<file path="src/rtl/calib_line_arbiter.sv">
`default_nettype none
// ============================================================================
// Module   : calib_line_arbiter
// Purpose  : Line-atomic arbiter that shares one calibration-sum datapath
//            between NUM_SRC character sources. A winning source keeps the
//            grant until its newline (0x0A) has passed. After every newline
//            the datapath gets GAP_CYCLES idle cycles to close the line.
//            A line that reaches MAX_LINE_LEN characters without a newline is
//            closed with an inserted newline and a timeout_err pulse.
// Ports    : clk, rst (async, active-high)
//            src_valid/src_char/src_ready : per-source char handshake
//            dst_valid/dst_char/dst_ready : char handshake toward datapath
//            grant_id    : current or most recent granted source
//            busy        : high whenever the arbiter is not idle
//            lines_done  : newlines delivered on dst (forced ones included)
//            timeout_err : one-cycle pulse after a forced newline transfer
// Options  : CALIB_ARB_PRIO0_EN - source 0 gets strict priority at each
//            arbitration; the other sources round-robin among themselves.
// Revision : 1.0 - initial release
// ============================================================================
module calib_line_arbiter #(
    parameter int NUM_SRC      = 4,
    parameter int MAX_LINE_LEN = 64,
    parameter int GAP_CYCLES   = 1
) (
    input  logic                       clk,
    input  logic                       rst,
    input  logic [NUM_SRC-1:0]         src_valid,
    input  logic [8*NUM_SRC-1:0]       src_char,
    output logic [NUM_SRC-1:0]         src_ready,
    output logic                       dst_valid,
    output logic [7:0]                 dst_char,
    input  logic                       dst_ready,
    output logic [$clog2(NUM_SRC)-1:0] grant_id,
    output logic                       busy,
    output logic [31:0]                lines_done,
    output logic                       timeout_err
);

    localparam int c_GNT_W = $clog2(NUM_SRC);
    localparam int c_CNT_W = $clog2(MAX_LINE_LEN + 1);
    localparam int c_GAP_W = (GAP_CYCLES > 1) ? $clog2(GAP_CYCLES) : 1;

    localparam logic [7:0]         c_NEWLINE  = 8'h0A;
    localparam logic [c_GNT_W:0]   c_NUM_SRC  = (c_GNT_W + 1)'(NUM_SRC);
    localparam logic [c_CNT_W-1:0] c_MAX_LEN  = c_CNT_W'(MAX_LINE_LEN);
    localparam logic [c_GAP_W-1:0] c_GAP_LAST = c_GAP_W'(GAP_CYCLES - 1);

    typedef enum logic [1:0] {
        ST_IDLE   = 2'd0,
        ST_STREAM = 2'd1,
        ST_FORCE  = 2'd2,
        ST_GAP    = 2'd3
    } state_t;

    state_t               r_state;
    logic [c_GNT_W-1:0]   r_grant;
    logic [c_CNT_W-1:0]   r_cnt;
    logic [c_GAP_W-1:0]   r_gap_cnt;
    logic [31:0]          r_lines;
    logic                 r_timeout;
    logic [7:0]           r_last_char;

    logic [7:0]           w_chars [NUM_SRC];
    logic                 w_any;
    logic                 w_skip;
    logic [c_GNT_W-1:0]   w_pick;
    logic [c_GNT_W:0]     w_slot;
    logic                 w_gvalid;
    logic [7:0]           w_gchar;
    logic                 w_xfer;
    logic [c_CNT_W-1:0]   w_cnt_inc;

    for (genvar gi = 0; gi < NUM_SRC; gi++) begin : g_unpack
        assign w_chars[gi] = src_char[8*gi +: 8];
    end

    // Rotating scan starting one past the last grant; the first requester
    // found wins. The slot sum is one bit wider so the wrap is a subtract.
    always_comb begin
        w_any  = 1'b0;
        w_skip = 1'b0;
        w_pick = r_grant;
        w_slot = '0;
        for (int i = 1; i <= NUM_SRC; i++) begin
            w_slot = {1'b0, r_grant} + (c_GNT_W + 1)'(i);
            if (w_slot >= c_NUM_SRC) begin
                w_slot = w_slot - c_NUM_SRC;
            end
`ifdef CALIB_ARB_PRIO0_EN
            // Source 0 is handled by the priority override below.
            w_skip = (w_slot == '0);
`else
            w_skip = 1'b0;
`endif
            if (!w_any && !w_skip && src_valid[w_slot[c_GNT_W-1:0]]) begin
                w_any  = 1'b1;
                w_pick = w_slot[c_GNT_W-1:0];
            end
        end
`ifdef CALIB_ARB_PRIO0_EN
        if (src_valid[0]) begin
            w_any  = 1'b1;
            w_pick = '0;
        end
`endif
    end

    assign w_gvalid  = src_valid[r_grant];
    assign w_gchar   = w_chars[r_grant];
    assign w_cnt_inc = r_cnt + c_CNT_W'(1);

    // Zero-latency pass-through while streaming. dst_char falls back to the
    // last value actually driven so it never shows an ungranted source.
    always_comb begin
        src_ready = '0;
        dst_valid = 1'b0;
        dst_char  = r_last_char;
        case (r_state)
            ST_STREAM: begin
                dst_valid          = w_gvalid;
                src_ready[r_grant] = dst_ready;
                if (w_gvalid) begin
                    dst_char = w_gchar;
                end
            end
            ST_FORCE: begin
                dst_valid = 1'b1;
                dst_char  = c_NEWLINE;
            end
            default: begin
            end
        endcase
    end

    assign w_xfer = dst_valid & dst_ready;

    always_ff @(posedge clk or posedge rst) begin
        if (rst) begin
            r_state     <= ST_IDLE;
            r_grant     <= c_GNT_W'(NUM_SRC - 1);
            r_cnt       <= '0;
            r_gap_cnt   <= '0;
            r_lines     <= '0;
            r_timeout   <= 1'b0;
            r_last_char <= '0;
        end else begin
            r_timeout <= 1'b0;
            if (dst_valid) begin
                r_last_char <= dst_char;
            end
            case (r_state)
                ST_IDLE: begin
                    if (w_any) begin
                        r_grant <= w_pick;
                        r_state <= ST_STREAM;
                    end
                end
                ST_STREAM: begin
                    if (w_xfer) begin
                        if (dst_char == c_NEWLINE) begin
                            r_cnt     <= '0;
                            r_lines   <= r_lines + 32'd1;
                            r_gap_cnt <= '0;
                            r_state   <= ST_GAP;
                        end else begin
                            r_cnt <= w_cnt_inc;
                            if (w_cnt_inc == c_MAX_LEN) begin
                                r_state <= ST_FORCE;
                            end
                        end
                    end
                end
                ST_FORCE: begin
                    if (w_xfer) begin
                        r_cnt     <= '0;
                        r_lines   <= r_lines + 32'd1;
                        r_timeout <= 1'b1;
                        r_gap_cnt <= '0;
                        r_state   <= ST_GAP;
                    end
                end
                ST_GAP: begin
                    if (r_gap_cnt == c_GAP_LAST) begin
                        r_state <= ST_IDLE;
                    end else begin
                        r_gap_cnt <= r_gap_cnt + c_GAP_W'(1);
                    end
                end
                default: begin
                    r_state <= ST_IDLE;
                end
            endcase
        end
    end

    assign grant_id    = r_grant;
    assign busy        = (r_state != ST_IDLE);
    assign lines_done  = r_lines;
    assign timeout_err = r_timeout;

endmodule
`default_nettype wire

</file>
<file path="config.mk">
export PLATFORM = sky130hd
export DESIGN_NAME = calib_line_arbiter
export DESIGN_NICKNAME = d
export VERILOG_FILES = /design/src/rtl/calib_line_arbiter.sv
export SDC_FILE = /design/constraint.sdc
export NUM_CORES = 1
export LEC_CHECK = 0
export CAP_MARGIN = 10
export CORE_MARGIN = 2
export CORE_UTILIZATION = 35
export DETAILED_ROUTE_END_ITERATION = 10
export DONT_BUFFER_PORTS = 1
export HOLD_SLACK_MARGIN = 0.05
export PLACE_DENSITY = 0.5
export SLEW_MARGIN = 20
export SYNTH_ARGS = -nofsm -noshare
export SYNTH_HDL_FRONTEND = slang
export SYNTH_SLANG_ARGS = --single-unit
export TNS_END_PERCENT = 30
</file>
<file path="constraint.sdc">
create_clock -name clk -period 3.95 [get_ports clk]
set_input_delay 0.79 -clock clk [delete_from_list [all_inputs] [get_ports clk]]
set_output_delay 0.79 -clock clk [all_outputs]
set_load 0.02 [all_outputs]
</file>
## Word level (Yosys, flattened, before mapping)

Index checks and enable logic that the tools add are counted.

| cells by class | value |
|---|---|
| $lt $le $gt $ge | 11 |
| muxes and demuxes | 53 |
| bitwise gates (word level) | 3 |
| add/subtract/negate cells | 11 |
| reductions and logical operators | 17 |
| equal/unequal tests | 11 |

Operator list:

| cell | count |
|---|---|
| $mux W32 | 3 |
| $pmux W32 S2 | 1 |
| $add A32 B1 Y32 const B | 1 |
| $mux W2 | 14 |
| $mux W8 | 3 |
| $mux W7 | 3 |
| $bmux W8 S2 | 1 |
| $mux W1 | 16 |
| $pmux W8 S2 | 1 |
| $ge A3 B3 Y1 const B | 5 |
| $lt A2 B3 Y1 const B | 5 |
| $pmux W7 S2 | 1 |
| $bmux W1 S2 | 5 |
| $ne A2 B2 Y1 const B | 5 |
| $eq A8 B4 Y1 const B | 1 |
| $pmux W2 S4 | 1 |
| $reduce_and A4 Y1 | 2 |
| $sub A2 B1 Y2 const B | 4 |
| $add A7 B1 Y7 const B | 1 |
| $eq A7 B7 Y1 const B | 1 |
| $add A2 B2 Y3 const B | 2 |
| $reduce_and A3 Y1 | 2 |
| $reduce_and A5 Y1 | 1 |
| $and A4 B4 Y4 | 1 |
| 19 further kinds | 26 |

| storage, ports and cells | value |
|---|---|
| logic and storage cells | 113 |
| input port bits | 39 |
| register bits after elaboration | 53 |

## Depth between registers and ports, before layout

| logic depth | value |
|---|---|
| depth in word-level cells | 17 |
| gate-level depth with buffers | 10 |
| depth with buffers taken out | 9 |

## Least setup slack after synthesis

No wires, ideal clock.

| timing path | value |
|---|---|
| path type | reg2reg |
| start | register r_grant[0], in the netlist grant_id[0] |
| end | register r_lines[14], in the netlist lines_done[14] |
| clock period less this slack | 3.159 ns |
| path slack | 0.791 ns |
| cell stages (with the launch flop) | 10 |
| arrival time | 3.079 ns |
| setup time | 0.080 ns |
| cell sequence | dfstp_2 > buf_6 > mux4_2 > nand4_1 > o2111ai_1 > nor4b_4 > nand3_4 > buf_6 > nor4_2 > xor2_1 |

| between the ends | value |
|---|---|
| cells in the longest elaborated chain, start to end | 9 |
| elaborated cells on any way between the ends | 15 |
| those cells by class | eq/ne: 4; mux: 8; bitwise: 2; reduce/logical: 1 |

RTL lines:

| element | line | RTL |
|---|---|---|
| start: declaration | 57 | `logic [c_GNT_W-1:0] r_grant;` |
| start signal: assignment | 141 | `r_grant <= c_GNT_W'(NUM_SRC - 1);` |
| start signal: assignment | 155 | `r_grant <= w_pick;` |
| $not A2 Y3 (implied by the code) | 110 | `assign w_gchar = w_chars[r_grant];` |
| $bmux W8 S2 | 110 |  |
| $mux W8 (implied by the code) (2 in a row) | 110 |  |
| $mux W8 (*) | 123 | `if (w_gvalid) begin` |
| $pmux W8 S2 (*) | 119 | `case (r_state)` |
| net dst_char[4] | 32 | `output logic [7:0] dst_char,` |
| $eq A8 B4 Y1 (*) | 161 | `if (dst_char == c_NEWLINE) begin` |
| $ne A2 B2 Y1 (no line) (*) | -- |  |
| $reduce_and A4 Y1 (no line) (*) | -- |  |
| end signal: assignment | 163 | `r_lines <= r_lines + 32'd1;` |
| end signal: assignment | 177 | `r_lines <= r_lines + 32'd1;` |
| end: declaration | 60 | `logic [31:0] r_lines;` |

The timed path passes the listed nets; every way through them passes the cells marked *. The select of a mux whose other input is x is not followed.
A chain may end at the register's enable or synchronous reset.

## Final worst setup path

| timing path | value |
|---|---|
| start | register r_grant[0], in the netlist grant_id[0] |
| end | register r_state[1] |

| between the ends | value |
|---|---|
| elaborated cells on any way between the ends | 53 |
| those cells by class | add/sub: 8; order compare: 4; eq/ne: 5; mux: 27; bitwise: 2; reduce/logical: 7 |

RTL lines:

| element | line | RTL |
|---|---|---|
| $not A2 Y3 (implied by the code) | 110 |  |
| $bmux W8 S2 | 110 |  |
| $mux W8 (implied by the code) (2 in a row) | 110 |  |
| $mux W8 (*) | 123 |  |
| $pmux W8 S2 (*) | 119 |  |
| net dst_char[6] | 32 |  |
| $eq A8 B4 Y1 (*) | 161 |  |
| $mux W2 | 161 |  |
| $mux W2 | 160 | `if (w_xfer) begin` |
| $pmux W2 S4 | 152 | `case (r_state)` |
| end signal: assignment | 156 | `r_state <= ST_STREAM;` |
| end signal: assignment | 165 | `r_state <= ST_GAP;` |
| end signal: assignment | 169 | `r_state <= ST_FORCE;` |
| end: declaration | 56 | `state_t r_state;` |

Marked as above.

==> results.json <==
{
  "p_leak_nw": 1.55,
  "clockPowerShare_pct": 13.7,
  "yosysTopAreaCell": "dfrtp_1",
  "first_global_vias": 2358,
  "core-area_mm2": 0.00876,
  "max_cap_viol_count": 0,
  "grt_max_degree": 34,
  "routed_wl_mm": 7.17,
  "intPower_mw": 1.29,
  "drt_iter0_markers": 96,
  "synth_nets": 353,
  "final_cells": 418,
  "outcome": "finished, final reports clean",
  "netlist_area_mm2": 0.00318,
  "yosysUniqueCellTypes": 50,
  "die_area_mm2": 0.00985,
  "crit_arrival_ps": 3600,
  "criticalPathCategory": "flop to flop",
  "grt_pass1_wl_mm": 11.9,
  "final_hold_viol_count": 0,
  "grtUsageTotal_pct": 14.9,
  "hpwl_mm": 5.35,
  "setup-tns-final_ps": 0,
  "ys_warn_count": 0,
  "powerDensity_mw_per_mm2": 694,
  "ant_nets": 0,
  "p_sw_share_pct": 45.4,
  "numPortBuffers": 0,
  "combPwrFrac_pct": 53.4,
  "cts_hold_buf": 0,
  "seqPwrFrac_pct": 32.9,
  "yosysTopAreaCellShare_pct": 39.4,
  "timing.hold.ws_ps": 441,
  "tightest_slew_ps": 771,
  "pin_count": 88,
  "avgSynthCellArea_um2": 10.4,
  "drc": 0,
  "hp-class": "primary input to asynchronous set/reset pin",
  "critPathMaxFanout": 33,
  "switching_power_mw": 1.08,
  "fmax_mhz": 295,
  "cts_tree": "built",
  "viasPerCell": 5.55,
  "finalPower_mw": 2.37,
  "cts_made_buffers": 5,
  "grt_remaining_overflow": 0,
  "grt_antenna_before_repair": 0,
  "cts_setup_buffers": 0,
  "synthArstFlopShare_pct": 100,
  "vias": 2320,
  "num_rows": 34,
  "nNetsFinal": 357,
  "dp_slack_ps": 510,
  "firstDrtPassIters": 4,
  "synth.area.top_cells": "dfrtp_1 39%, mux4_2 7.1%, xor2_1 6.1%",
  "drive_above_1_share_pct": 16.5,
  "clkTransAtPathRegs_ps": 110,
  "yosysSeqAreaShare_pct": 41.0,
  "chipWidth_um": 99.3,
  "setup_ws_ps": 555,
  "root_buffer": "clkbuf_8",
  "setup_viol_count_final": 0,
  "cts-resized-gates": 0,
  "relSlewSlack_pct": 48.2,
  "routedWlPerCell_um": 17.2,
  "syn_inst": 305,
  "clock_path_buffers": 2,
  "num-fill-cells": 857,
  "final_area_mm2": 0.00341,
  "placed_area_mm2": 0.00331,
  "insertion_delay_ps": 310,
  "crit_required_ps": 4150,
  "cp-end-kind": "flop",
  "synth_edf_count": 0,
  "die_h_um": 99.3,
  "dominantRegCellSynth": "dfrtp_1",
  "start_util_pct": 36.3,
  "power.ir.vdd_worst_uv": 403,
  "htree_levels": 2,
  "cts_sinks": 52,
  "dp_cells": 410,
  "fin_crit_sh_pct": 86.0,
  "crit_path_start_kind": "flop",
  "diodes": 0,
  "gp_congestion": 0.802,
  "synth-seq-cells": 52,
  "finish.utilization_pct": 38.9,
  "fin_skew_ps": 11.4,
  "rsz0062_at_grt": "no",
  "area_growth_pct": 7.29,
  "drv_slew": 0,
  "final.min_clock_period_ps": 3400
}
==> state kept, by name, indices dropped and copies added (netlist names) <==
register,cells
r_cnt,7
r_state,2
lines_done,32
r_last_char,8
timeout_err,1
grant_id,2
==> cells by family (layout without fill, tap and decap cells) <==
group,after synthesis,after routing,share of synthesized area (%)
AND/OR/NAND/NOR,117,117,21.4
flip-flops,52,52,41.0
AO/OA/AOI/OAI,43,43,9.85
XOR/XNOR,32,32,8.82
buffers and inverters,30,35,4.17
multiplexers,22,22,11.1
adder cells (fa/ha/maj),9,9,3.54
==> cell type report <==
type / count / area, um^2 / area share [%]
clock buffer: 5 / 68.8 / 2.02
clock inverter: 3 / 25.0 / 0.734
inverter: 18 / 67.6 / 1.98
multi-input combinational: 223 / 1740 / 51.1
sequential: 52 / 1300 / 38.3
tap: 108 / 135 / 3.96
timing repair buffer: 9 / 67.6 / 1.98
==> worst max-delay path, stage by stage, from the launching register on <==
cell     delay [ps]
dfstp_2         690
mux4_2          650
and3_4          250
a22o_4          270
nor4b_4         370
nand3_4         420
a31oi_1         290
mux2_2          350
==> cell usage after synthesis, types with 2 or more instances <==
cell and count:
inv_1 18, mux4_2 10, mux2i_1 5, nor3_1 20, buf_2 4, o32a_1 2, nor4_2 5, nor2_1 11
o2111ai_1 2, and3_1 8, o2bb2ai_1 2, nand2_1 28, nand2b_1 3, nor4_1 2, dfrtp_1 50, a31oi_1 3
mux2_2 7, o21ai_0 10, dfstp_2 2, a21o_1 4, or3_1 4, a22o_1 2, xnor2_1 10, nand4_1 8
buf_6 2, nand3_1 16, ha_1 9, and4_1 3, clkbuf_1 5, o221ai_1 2, nor3b_1 3, a21oi_1 5
a31o_2 2, xor2_1 22
==> routing by layer <==
| metal | track usage [%] | wire length [um] | up-vias |
|---|---|---|---|
| li1 | - | - | 1119 |
| met1 | 18.7 | 3140 | 1113 |
| met2 | 24.0 | 3350 | 83 |
| met3 | 5.48 | 607 | 5 |
| met4 | 4.43 | 72 | 0 |
| met5 | 0 | 0 | - |
==> power by group through the flow <==
stage	combinational (mW)	sequential, mW	clock, mW
2_1_floorplan	1.01	0.757	0
5_1_grt	1.39	0.801	0.359
6_report	1.26	0.777	0.324
4_1_cts	1.28	0.777	0.339
3_5_place_dp	1.27	0.785	0
3_3_place_gp	1.25	0.786	0
==> layout by cell type (no fill, tap or decap), types with 8 or more instances in the layout <==
cell type,count
xnor2_1,10
dfrtp_1,50
nand4_1,8
nor3_1,20
o21ai_0,10
buf_4,9
ha_1,9
inv_1,17
mux4_2,10
and3_1,8
nor2_1,11
xor2_1,22
nand3_1,16
nand2_1,28
==> path summary, 6_finish.rpt <==
kind | startpoint | to | slack (ps) | cells past startpoint
max in group asynchronous | rst | r_cnt[0] | 2730 | 2
max reg2reg | grant_id[0] | r_state[1] | 550 | 7
min reg2reg | r_cnt[1] | r_cnt[1] | 540 | 2
min | rst | lines_done[30] | 440 | 1
min in group clk | r_cnt[1] | r_cnt[1] | 540 | 2
max | grant_id[0] | r_state[1] | 550 | 7
(Power assumes the default switching activity.)
